--- config.mk ---
export PLATFORM = sky130hd
export DESIGN_NAME = pc_sequencer
export DESIGN_NICKNAME = d
export VERILOG_FILES = /design/src/rtl/pc_sequencer.sv
export SDC_FILE = /design/constraint.sdc
export NUM_CORES = 1
export LEC_CHECK = 0
export BUFFER_PORTS_ARGS = -buffer_cell sky130_fd_sc_hd__buf_4
export CAP_MARGIN = 20
export CELL_PAD_IN_SITES_DETAIL_PLACEMENT = 2
export CELL_PAD_IN_SITES_GLOBAL_PLACEMENT = 2
export CORE_ASPECT_RATIO = 0.9
export CORE_MARGIN = 2
export CORE_UTILIZATION = 26
export CTS_CLUSTER_DIAMETER = 80
export DETAILED_ROUTE_END_ITERATION = 16
export GPL_TIMING_DRIVEN = 0
export PLACE_DENSITY = 0.75
export SLEW_MARGIN = 20
export SYNTH_ARGS = -nofsm -noshare
export SYNTH_HDL_FRONTEND = slang
export SYNTH_SLANG_ARGS = --single-unit
export TNS_END_PERCENT = 5
--- constraint.sdc ---
create_clock -name CLK -period 2.67 [get_ports CLK]
set_input_delay 0.1335 -clock CLK [delete_from_list [all_inputs] [get_ports CLK]]
set_output_delay 0.1335 -clock CLK [all_outputs]
set_load 0.02 [all_outputs]
--- src/rtl/pc_sequencer.sv ---
// pc_sequencer: next-PC controller for the MIPS fetch stage.
// Chooses the value loaded into the PC register on every falling clock edge.
// The choices are an exception, a jump, a taken branch, or PC+4. It also
// handles stalls, a pending redirect, halt/resume, and flushing IF/ID.
// The PC register has no enable. To hold, this block feeds pc_cur back on pc_next.
// Optional feature: define PCSEQ_EXC_EN to add the exc_req port and exception
// redirects to EXC_VECTOR. The default build has no exception logic.
module pc_sequencer #(
    parameter logic [31:0] RESET_VECTOR = 32'h0000_0000,
    parameter logic [31:0] EXC_VECTOR   = 32'h0000_0180,
    parameter int          CNT_W        = 16
) (
    input  logic             CLK,
    input  logic             RST_N,
    input  logic [31:0]      pc_cur,
    input  logic             stall,
    input  logic             br_taken,
    input  logic [31:0]      br_target,
    input  logic             jmp_valid,
    input  logic [31:0]      jmp_target,
    input  logic             halt_req,
    input  logic             resume,
`ifdef PCSEQ_EXC_EN
    input  logic             exc_req,
`endif
    output logic [31:0]      pc_next,
    output logic             fetch_valid,
    output logic             flush,
    output logic             misalign,
    output logic [1:0]       seq_state,
    output logic [CNT_W-1:0] redirect_cnt
);

    typedef enum logic [1:0] {
        ST_RUN   = 2'b00,
        ST_STALL = 2'b01,
        ST_PEND  = 2'b10,
        ST_HALT  = 2'b11
    } state_t;

    // Redirect priority levels. Higher values win. A pending redirect remembers its level.
    localparam logic [1:0] PRI_NONE = 2'd0;
    localparam logic [1:0] PRI_BR   = 2'd1;
    localparam logic [1:0] PRI_JMP  = 2'd2;
    localparam logic [1:0] PRI_EXC  = 2'd3;

    state_t             state_q, state_d;
    logic [31:0]        pend_q, pend_d;
    logic [1:0]         pend_pri_q, pend_pri_d;
    logic               flush_q, flush_d;
    logic               fetch_valid_q, fetch_valid_d;
    logic               misalign_q, misalign_d;
    logic [CNT_W-1:0]   cnt_q, cnt_d;
    logic               first_q, first_d;

    logic [1:0]         req_pri;
    logic [31:0]        req_raw;
    logic [31:0]        req_tgt;
    logic               req_mis;

    logic               do_apply;
    logic               do_capture;
    logic               take_new;
    logic [31:0]        sel_tgt;

`ifndef PCSEQ_EXC_EN
    // The exception vector only matters when the exception feature is built in.
    logic               unused_exc_vector;
    assign unused_exc_vector = ^EXC_VECTOR;
`endif

    // Pick the highest-priority redirect request that is active this cycle.
    always_comb begin
        req_pri = PRI_NONE;
        req_raw = 32'h0000_0000;
        if (br_taken) begin
            req_pri = PRI_BR;
            req_raw = br_target;
        end
        if (jmp_valid) begin
            req_pri = PRI_JMP;
            req_raw = jmp_target;
        end
`ifdef PCSEQ_EXC_EN
        if (exc_req) begin
            req_pri = PRI_EXC;
            req_raw = EXC_VECTOR;
        end
`endif
        // Fetch is word-aligned, so the low two target bits are dropped.
        // A nonzero value in those bits is reported through misalign.
        req_tgt = {req_raw[31:2], 2'b00};
        req_mis = |req_raw[1:0];
    end

    // Sequencer next-state logic and pc_next selection.
    always_comb begin
        state_d    = state_q;
        pend_d     = pend_q;
        pend_pri_d = pend_pri_q;
        flush_d    = 1'b0;
        misalign_d = misalign_q;
        cnt_d      = cnt_q;
        first_d    = 1'b0;
        pc_next    = pc_cur;
        do_apply   = 1'b0;
        do_capture = 1'b0;
        take_new   = 1'b0;
        sel_tgt    = req_tgt;

        if (first_q) begin
            // first_q is set asynchronously while RST_N is low.
            // This drives the reset vector during reset and on the first edge after release.
            pc_next = RESET_VECTOR;
            state_d = ST_RUN;
        end else if (halt_req) begin
            // Halt outranks everything, including exceptions. Any pending target is dropped.
            state_d    = ST_HALT;
            pend_pri_d = PRI_NONE;
        end else if (req_pri == PRI_EXC) begin
            // Exceptions never wait: they ignore stall, pending redirects and HALT.
            do_apply = 1'b1;
            take_new = 1'b1;
        end else begin
            unique case (state_q)
                ST_RUN, ST_STALL: begin
                    if (req_pri != PRI_NONE) begin
                        take_new = 1'b1;
                        if (stall) do_capture = 1'b1;
                        else       do_apply   = 1'b1;
                    end else if (stall) begin
                        state_d = ST_STALL;
                    end else begin
                        pc_next = pc_cur + 32'd4;
                        state_d = ST_RUN;
                    end
                end
                ST_PEND: begin
                    // A new request replaces the pending one only if its priority is equal or higher.
                    if (req_pri != PRI_NONE && req_pri >= pend_pri_q) take_new = 1'b1;
                    if (stall) begin
                        do_capture = take_new;
                    end else begin
                        do_apply = 1'b1;
                        if (!take_new) sel_tgt = pend_q;
                    end
                end
                ST_HALT: begin
                    if (resume) begin
                        pc_next = pc_cur + 32'd4;
                        state_d = ST_RUN;
                    end
                end
                default: state_d = ST_RUN;
            endcase
        end

        if (do_apply) begin
            pc_next    = sel_tgt;
            flush_d    = 1'b1;
            cnt_d      = cnt_q + CNT_W'(1);
            state_d    = ST_RUN;
            pend_pri_d = PRI_NONE;
        end
        if (do_capture) begin
            pend_d     = req_tgt;
            pend_pri_d = req_pri;
            state_d    = ST_PEND;
        end
        if (take_new) misalign_d = misalign_q | req_mis;

        // The instruction fetched on the edge after a redirect is squashed. Nothing is valid while halted.
        fetch_valid_d = !flush_d && (state_d != ST_HALT);
    end

    // State registers update on the falling edge, the same edge that loads the PC register.
    always_ff @(negedge CLK or negedge RST_N) begin
        if (!RST_N) begin
            state_q       <= ST_RUN;
            pend_q        <= 32'h0000_0000;
            pend_pri_q    <= PRI_NONE;
            flush_q       <= 1'b0;
            fetch_valid_q <= 1'b0;
            misalign_q    <= 1'b0;
            cnt_q         <= '0;
            first_q       <= 1'b1;
        end else begin
            state_q       <= state_d;
            pend_q        <= pend_d;
            pend_pri_q    <= pend_pri_d;
            flush_q       <= flush_d;
            fetch_valid_q <= fetch_valid_d;
            misalign_q    <= misalign_d;
            cnt_q         <= cnt_d;
            first_q       <= first_d;
        end
    end

    assign fetch_valid  = fetch_valid_q;
    assign flush        = flush_q;
    assign misalign     = misalign_q;
    assign seq_state    = state_q;
    assign redirect_cnt = cnt_q;

endmodule
# == Word-level counts from Yosys, hierarchy flattened ==
# Index checks and enable logic that the tools add are counted.
# op_classes
reduce_logical,9
eq_ne,6
bitwise,1
order_cmp,1
n_mux,55
n_addsub,2
# ops
op,count
32-bit two-way mux,15
32-bit case mux with 2 select lines,1
32-bit by 3-bit adder with 32-bit output (second input constant),1
2-bit two-way mux,12
1-bit two-way mux,23
16-bit by 1-bit adder with 16-bit output (second input constant),1
2-bit == test (second input constant),3
1-bit case mux with 2 select lines,3
2-bit case mux with 2 select lines,1
2-bit OR reduction,2
3-bit by 1-bit != test with 1-bit output (second input constant),1
3-bit nonzero test,1
2-bit by 1-bit == test with 1-bit output (second input constant),1
2-bit >= comparator,1
1-bit logical AND,2
2-bit logical NOT,1
2-bit != test (second input constant),1
2-bit AND reduction,1
2-bit nonzero test,1
1-bit logical NOT,1
1-bit bitwise OR,1
# totals
input_bits,103
out_inout_bits,53
regBits,54
word_cells,82

# == Logic depth before layout (Yosys ltp) ==
# Gate-level depths: netlist (run 1).
# depth
ltp_word,17
depth_mapped,12
mapped_depth_nobuf,8

==> flow_summary.toml, run 1 <==
[outcome]
status = "complete, but fails checks"
violations = "negative setup slack"

[yosys]
synth_cells = 475
synthesis.area_sq_mm = 0.00415
ys.flop_type = "dfrtn_1"
async_flop_share = 1.00
synthTopCellsByCount = "dfrtn_1, nand2_1, mux2_2, o22ai_1, a22o_1"
synthDistinctLibCells = 63
synth_edf_count = 0
yosysMostFrequentCell = "dfrtn_1"
ys_seq_elements = 54
yosys.area.top_type = "dfrtn_1"
avgSynthCellArea_sq_um = 8.73
synth_warnings = 0
seq_area_frac_synth = 0.326
synth_area_leaders = "dfrtn_1, mux2_2, a22o_1"
synth_top_cell_area_share = 0.320
synth_nets = 582

[floorplanning]
core_area_sq_mm = 0.0155
initial_core_util = 0.268
row_count = 43
dieArea_sq_mm = 0.0170
die_w_microns = 137
io_pins = 156
die-height_microns = 124

[timing]
worst_slack_ns = -1.26
tightestPinTransition_ns = 1.15
hold_slack_ns = 0.445
setup_tns_ns = -70.15
slew_headroom = 0.224
rsz0062_at_grt = "true"
hold_violations = 0
final-setup-viol-count = 83
skew_ns = 0.0677
timing_max_transition_violations_final = 0

[route]
wl_per_cell_microns = 31.0
drt-initial-drc-count = 263
ant_nets = 0
vias = 5298
drt_drc_violations_left = 0
wl_mm = 27.3
viasPerCell = 6.01
firstDrtPassIters = 4

[layout]
syn2layout_area_growth_pct = 81.7
fin_cells = 882
drive_gt1_frac = 0.561
nNetsFinal = 785
fin_util = 0.486

[grt]
grt_pass1_wl_mm = 38.1
grt_overflow = 0
antenna_found_initial = 1
grt_pass1_vias = 5809
track_usage = 0.308
grt_max_degree = 55

[setup_path]
path_max_fanout = 6
critical_path_arrival_ns = 3.79
start_kind = "flip-flop"
cp_common_cell = "o22ai_4"
critPathKind = "reg2out"
crit_slowest_cell = "dfrtn_1"
max_stage_delay_ns = 0.48
worst-path-buf-inv = 3
path_cells = "inv_2 > ha_4 > o22ai_4 > o211a_4 > buf_12 > o22ai_4 > o32ai_4 > a31o_4 > buf_6"
cp_top_family = "compound AO/OA/AOI/OAI gates"
crit_required_ns = 2.54
end_kind = "output pin"

[place]
pre_cts_ws_ns = -1.55
dp.cells = 829
io_buffers = 152
dp_hpwl_mm = 15.9
gp_congestion = 0.890

[worst_hold_path]
hp-class = "reg2reg"

[power_and_ir_drop]
p_leak_nw = 3.18
intPower_mw = 2.16
p_seq_frac = 0.342
p_clk_frac = 0.198
cellPowerDensity_mw_per_mm2 = 479
p_sw_frac = 0.401
pwr-share-comb = 0.460
power.switching_mw = 1.45
ir_worst_vdd_mv = 0.372

[clocking]
cts_buffers = 5
cts_tree = "yes"
cts_buffer_depth = 2
root_buffer = "clkbuf_16"
clock_insertion_delay_worst_skew_ns = 0.39
h-tree-depth = 2
cts.sinks = 54
cts.reportedPaths.clkPinSlew_ns = 0.06
hold_buffers = 0

[job]
cap_viol_max_count = 0
## layer usage
| metal | track usage | share of wire | up-vias | wire [microns] |
|---|---|---|---|---|
| li1 | - | - | 2268 | - |
| met4 | 0.122 | 0.034 | 2 | 924 |
| met5 | 0 | 0.00033 | - | 9 |
| met1 | 0.378 | 0.40 | 2741 | 11100 |
| met3 | 0.0606 | 0.056 | 56 | 1540 |
| met2 | 0.532 | 0.50 | 231 | 13800 |
## worst paths after layout
check / cells after the start / from / slack, ns / to
worst min register to register: 1 / misalign / 0.44 / misalign
worst max register to register: 8 / seq_state[1] / 0.07 / redirect_cnt[15]
worst min-delay path: 1 / misalign / 0.44 / misalign
worst max-delay path: 9 / pend_pri_q[1] / -1.26 / pc_next[18]
min in group asynchronous: 1 / RST_N / 1.10 / misalign
max in group asynchronous: 1 / RST_N / 1.05 / pend_q[22]
## metrics by stage
step / total power, mW / instance area (sq um)
4_1_cts: 3.33 / 7200
3_3_place_gp: 2.29 / 5890
3_5_place_dp: 2.35 / 5890
2_1_floorplan: 1.82 / 4500
6_report: 3.61 / 7530
5_1_grt: 3.73 / 7530
## repair_timing
item | in CTS | in global routing
setup endpoints to repair | 85 | 85
pin swaps | 34 | 21
cloned | 5 | 1
endpoints found under the hold margin | 0 | 0
buffers inserted | 33 | 8
resized for setup | 169 | 59
## area by class of cell
cell class              count  area (sq um)
clock buffers               6           129
inverters                  12          62.6
fillers                  1609          7960
plain buffers              33           442
diodes                      1          2.50
clock inverters             3          17.5
repair buffers            198          1680
flip-flops and latches     54          1350
well taps                 202           253
multi-input cells         373          3590
## cell families (layout without fill, tap and decap cells)
family | after synthesis | after routing | share of synthesized area
AOI/OAI and AO/OA | 161 | 161 | 0.283
xor gates and xnor gates | 24 | 24 | 0.0507
adders and majority gates | 4 | 4 | 0.0121
buffers and inverters | 48 | 252 | 0.0471
DFF | 54 | 54 | 0.326
muxes | 32 | 32 | 0.0860
other | 1 | 2 | 0.000905
and+or+nand+nor | 151 | 151 | 0.194
## registers in the layout, summed over array words and instances (netlist names)
| register | count |
|---|---|
| pend_q | 30 |
| redirect_cnt | 16 |
| pend_pri_q | 2 |
| seq_state | 2 |
| fetch_valid | 1 |
| first_q | 1 |
| flush | 1 |
| misalign | 1 |
## cells in the final DEF, fill, tap and decap left out, types with 10 or more instances in the layout
cell type / n
dfrtn_1: 53
a21oi_1: 11
mux2_4: 26
xnor2_1: 15
a22o_1: 28
buf_12: 12
buf_4: 166
nor2_1: 12
clkbuf_16: 10
buf_6: 23
nand3_1: 19
nand4_1: 13
o22ai_2: 16
nand2_1: 33
## power groups by stage
stage / clock network [mW] / logic (mW) / registers (mW)
final: 0.714 / 1.66 / 1.23
after global routing: 0.750 / 1.73 / 1.25
after CTS: 0.672 / 1.47 / 1.18
after detailed placement: 0.00469 / 1.18 / 1.16
after global placement: 0.00469 / 1.14 / 1.15
after floorplan: 0.00469 / 0.647 / 1.17
Note: power is estimated with default switching activity, not from simulation.
==> run 2: changes to the inputs <==
--- a/config.mk
+++ b/config.mk
@@ -16,6 +16,7 @@
 export DETAILED_ROUTE_END_ITERATION = 16
 export GPL_TIMING_DRIVEN = 0
 export PLACE_DENSITY = 0.75
+export SKIP_LAST_GASP = 1
 export SLEW_MARGIN = 20
 export SYNTH_ARGS = -nofsm -noshare
 export SYNTH_HDL_FRONTEND = slang
==> flow_summary.toml, run 2 (synthesis results as in run 1) <==
[outcome]
status = "complete, but fails checks"
violations = "negative setup slack"

[timing]
hold_slack_ns = 0.423
tightestPinTransition_ns = 1.03
timing_max_transition_violations_final = 0
slew_headroom = 0.305
hold_violations = 0
worst_slack_ns = -1.20
skew_ns = 0.0607
final-setup-viol-count = 85
rsz0062_at_grt = "true"
setup_tns_ns = -81.42

[floorplanning]
initial_core_util = 0.268
die_w_microns = 137
core_area_sq_mm = 0.0155
dieArea_sq_mm = 0.0170
row_count = 43
io_pins = 156
die-height_microns = 124

[place]
dp_hpwl_mm = 15.9
pre_cts_ws_ns = -1.55
gp_congestion = 0.890
io_buffers = 152

[layout]
syn2layout_area_growth_pct = 72.9
layout_commonest_cell = "buf_4"
diodes = 0
drive_gt1_frac = 0.518
top_register = "pend_q"
multi_input_area_sq_mm = 0.00339
fill_cells = 1614
layout_common_cells = "buf_4, dfrtn_1, nand2_1"
nNetsFinal = 784
largest_reg_flops = 30
regArea_sq_mm = 0.00135

[setup_path]
crit_required_ns = 2.54
end_kind = "output pin"
critical_path_arrival_ns = 3.74
start_kind = "flip-flop"
critPathKind = "reg2out"
path_max_fanout = 7

[route]
firstDrtPassIters = 4
wl_per_cell_microns = 28.7
viasPerCell = 5.86
drt-initial-drc-count = 277
vias = 5161
drt_drc_violations_left = 0
ant_nets = 0
wl_mm = 25.3

[grt]
track_usage = 0.281
grt_pass1_wl_mm = 35.5
grt_pass1_vias = 5633
grt_overflow = 0
grt_max_degree = 55
antenna_found_initial = 0

[worst_hold_path]
hp-class = "reg2reg"

[job]
cap_viol_max_count = 0

[power_and_ir_drop]
cellPowerDensity_mw_per_mm2 = 482
ir_worst_vdd_mv = 0.346
p_leak_nw = 3.08

[clocking]
cts_tree = "yes"
clock_insertion_delay_worst_skew_ns = 0.37
cts.sinks = 54
root_buffer = "clkbuf_16"
cts_buffers = 5
h-tree-depth = 2
cts.reportedPaths.clkPinSlew_ns = 0.06
cts_buffer_depth = 2
run 2: final timing paths:
path                               startpoint          endpoint  slack [ns]  depth (start not counted)
worst max-delay path            pend_pri_q[1]       pc_next[11]       -1.20                          9
worst min-delay path                 misalign          misalign        0.42                          1
worst max register to register   seq_state[1]  redirect_cnt[15]        0.08                          9
worst min register to register       misalign          misalign        0.42                          1
max in group asynchronous               RST_N        pend_q[20]        1.02                          1
min in group asynchronous               RST_N   redirect_cnt[7]        1.12                          1
run 2: area by class of cell:
type / count / share of cell area
clock inverters: 3 / 0.00244
inverters: 12 / 0.00838
clock buffers: 6 / 0.0180
plain buffers: 34 / 0.0534
flip-flops and latches: 54 / 0.189
repair buffers: 196 / 0.221
multi-input cells: 373 / 0.473
well taps: 202 / 0.0353
run 2: stage by stage:
step	power [mW]	std cells	area (sq um)	util
after global placement	2.29	829	5890	0.380
after floorplan	1.82	475	4500	-
after CTS	3.27	874	6990	0.451
after global routing	3.58	880	7170	0.463
after detailed placement	2.35	829	5890	0.380
final	3.45	880	7170	0.463
run 2: power breakdown:
part | internal (mW) | switching, mW | total, mW | leakage, nW
combinational | 0.745 | 0.796 | 1.54 | 2.32
sequential | 1.01 | 0.212 | 1.22 | 0.681
clock | 0.352 | 0.340 | 0.692 | 0.0723
run 2: what timing repair did:
action,CTS,global route
gates resized for setup,125,19
setup buffers,33,5
endpoints found under the setup margin,85,85
hold buffers,0,0
pin swaps,19,7
cloned,5,1
run 2: routing by layer:
metal | part of all wire | routed length, microns | vias up | track usage
met3 | 0.056 | 1400 | 36 | 0.0411
met5 | 0 | 0 | - | 0
met2 | 0.50 | 12600 | 198 | 0.489
met4 | 0.023 | 570 | 0 | 0.0909
met1 | 0.42 | 10700 | 2664 | 0.359
li1 | - | - | 2263 | -
run 2: critical path: stages (launching register included):
cell and delay (ns):
dfrtn_1 0.45, inv_2 0.07, ha_4 0.30, o22ai_4 0.10
o211a_4 0.28, buf_12 0.16, buf_4 0.14, o221ai_4 0.23
o311ai_2 0.17, buf_4 0.19
==> run 3: changes to the inputs <==
--- a/config.mk
+++ b/config.mk
@@ -11,11 +11,11 @@
 export CELL_PAD_IN_SITES_GLOBAL_PLACEMENT = 2
 export CORE_ASPECT_RATIO = 0.9
 export CORE_MARGIN = 2
-export CORE_UTILIZATION = 26
-export CTS_CLUSTER_DIAMETER = 80
+export CORE_UTILIZATION = 23
 export DETAILED_ROUTE_END_ITERATION = 16
 export GPL_TIMING_DRIVEN = 0
-export PLACE_DENSITY = 0.75
+export PLACE_DENSITY = 0.68
+export RECOVER_POWER = 25
 export SKIP_LAST_GASP = 1
 export SLEW_MARGIN = 20
 export SYNTH_ARGS = -nofsm -noshare
==> flow_summary.toml, run 3 (synthesis results as in run 1) <==
[place]
dp.cells = 867
dp_hpwl_mm = 15.9
io_buffers = 152
gp_congestion = 0.892

[timing]
final-setup-viol-count = 85
hold_slack_ns = 0.419
tightestPinTransition_ns = 1.43
worst_slack_ns = -1.21
rsz0062_at_grt = "true"
setup_tns_ns = -76.16
timing_max_transition_violations_final = 0
skew_ns = 0.0551
slew_headroom = 0.0440
hold_violations = 0

[setup_path]
path_max_fanout = 7
cp_top_family = "compound AO/OA/AOI/OAI gates"
crit_required_ns = 2.54
start_kind = "flip-flop"
worst-path-buf-inv = 3
cp.depth = 9
critical_path_arrival_ns = 3.75
crit_slowest_cell = "dfrtn_1"
critPathKind = "reg2out"
max_stage_delay_ns = 0.43
r2r_cells = 8
end_kind = "output pin"
rrSetupSlack_ns = 0.22
path_cells = "inv_2 > ha_4 > o22ai_4 > o211a_4 > buf_12 > o221a_4 > a31oi_1 > o21ai_0 > buf_4"

[clocking]
cts_buffers = 5
cts_tree = "yes"
cts.reportedPaths.clkPinSlew_ns = 0.05
root_buffer = "clkbuf_16"
cts_buffer_depth = 2
clock_insertion_delay_worst_skew_ns = 0.37
h-tree-depth = 2
cts.sinks = 54

[floorplanning]
io_pins = 156
initial_core_util = 0.235
core_area_sq_mm = 0.0176
die-height_microns = 131
die_w_microns = 146
dieArea_sq_mm = 0.0191
row_count = 46

[route]
viasPerCell = 5.48
drt-initial-drc-count = 232
ant_nets = 0
drt_drc_violations_left = 0
wl_per_cell_microns = 26.0
firstDrtPassIters = 4
wl_mm = 23.9
vias = 5042

[layout]
largest_reg_flops = 30
diodes = 0
syn2layout_area_growth_pct = 79.1
nNetsFinal = 786
fin_cells = 920
top_register = "pend_q"
layout_common_cells = "buf_4, dfrtn_1, nand2_1"
layout_commonest_cell = "buf_4"
fill_cells = 1883
drive_gt1_frac = 0.531

[grt]
antenna_found_initial = 0
grt_max_degree = 55
use_met2 = 0.398
met3_usage = 0.0278
grt.met1_usage = 0.307
track_usage = 0.231
grt_pass1_wl_mm = 34.0
grt_overflow = 0
busiest_layer = "met2"
grt_pass1_vias = 5506

[power_and_ir_drop]
cellPowerDensity_mw_per_mm2 = 478
fin_total_pwr_mw = 3.55
p_leak_nw = 3.16
ir_worst_vdd_mv = 0.262

[job]
cap_viol_max_count = 0

[worst_hold_path]
whs_path_depth = 1
hp-class = "reg2reg"

[outcome]
violations = "negative setup slack"
status = "complete, but fails checks"
==> run 3: changes by cell type in the layout (fill, tap and decap cells not counted), moves of 2 or more <==
| cell | change |
|---|---|
| o22ai_1 | -2 |
| buf_4 | -5 |
| buf_8 | -2 |
| o21ai_4 | +2 |
| clkbuf_4 | -2 |
| clkbuf_8 | -2 |
| clkbuf_16 | +6 |
| o21ai_1 | -2 |
| buf_6 | +6 |
==> run 3: worst register-to-register path: stages (launching register included) <==
cell     delay (ns)
dfrtn_1        0.48
buf_12         0.15
nor3_1         0.06
or4_4          0.49
buf_8          0.16
buf_4          0.18
nor3_4         0.26
or3b_1         0.39
xnor2_1        0.13
==> run 3: metal layers <==
| layer | up-vias | wire length [microns] |
|---|---|---|
| met5 | - | 0 |
| met4 | 0 | 533 |
| met3 | 28 | 1060 |
| met2 | 149 | 12100 |
| met1 | 2593 | 10300 |
| li1 | 2272 | - |
==> run 3: timing repair <==
action | in CTS | in global routing
cloned | 2 | 5
pin swaps | 15 | 20
setup endpoints to repair | 84 | 85
setup buffers | 29 | 10
hold buffers | 0 | 0
resized for setup | 125 | 42
==> run 3: path summary, 6_finish.rpt <==
| path | from | to |
|---|---|---|
| worst max-delay path | pend_pri_q[1] | pc_next[30] |
| worst min-delay path | misalign | misalign |
| worst max register to register | seq_state[1] | redirect_cnt[15] |
| worst min register to register | misalign | misalign |
| max in group asynchronous | RST_N | pend_q[3] |
| min in group asynchronous | RST_N | redirect_cnt[6] |
==> run 3: final cells by class <==
type                            instances  area [sq um]  area share
Tap cell                              240           300      0.0404
Clock inverter                          4          51.3     0.00691
Clock buffer                            5           125      0.0169
Multi-Input combinational cell        374          3470       0.467
Sequential cell                        54          1350       0.182
Inverter                               12          60.1     0.00809
Timing Repair Buffer                  197          1630       0.220
Buffer                                 34           434      0.0585
==> run 3: report_power, final <==
| part | switching (mW) | total [mW] | leakage [nW] | internal [mW] |
|---|---|---|---|---|
| clock network | 0.339 | 0.790 | 0.0897 | 0.451 |
| registers | 0.189 | 1.20 | 0.681 | 1.01 |
| logic | 0.788 | 1.56 | 2.39 | 0.773 |
| total | 1.32 | 3.55 | 3.16 | 2.23 |
==> run 3: stage by stage <==
| stage | cell area, sq um | utilization | worst slack [ns] |
|---|---|---|---|
| 3_3_place_gp | 5940 | 0.337 | -1.49 |
| 3_5_place_dp | 5940 | 0.337 | -1.50 |
| 2_1_floorplan | 4500 | - | -0.795 |
| 6_report | 7420 | 0.422 | -1.21 |
| 4_1_cts | 7010 | 0.398 | -1.15 |
| 5_1_grt | 7420 | 0.422 | -1.25 |
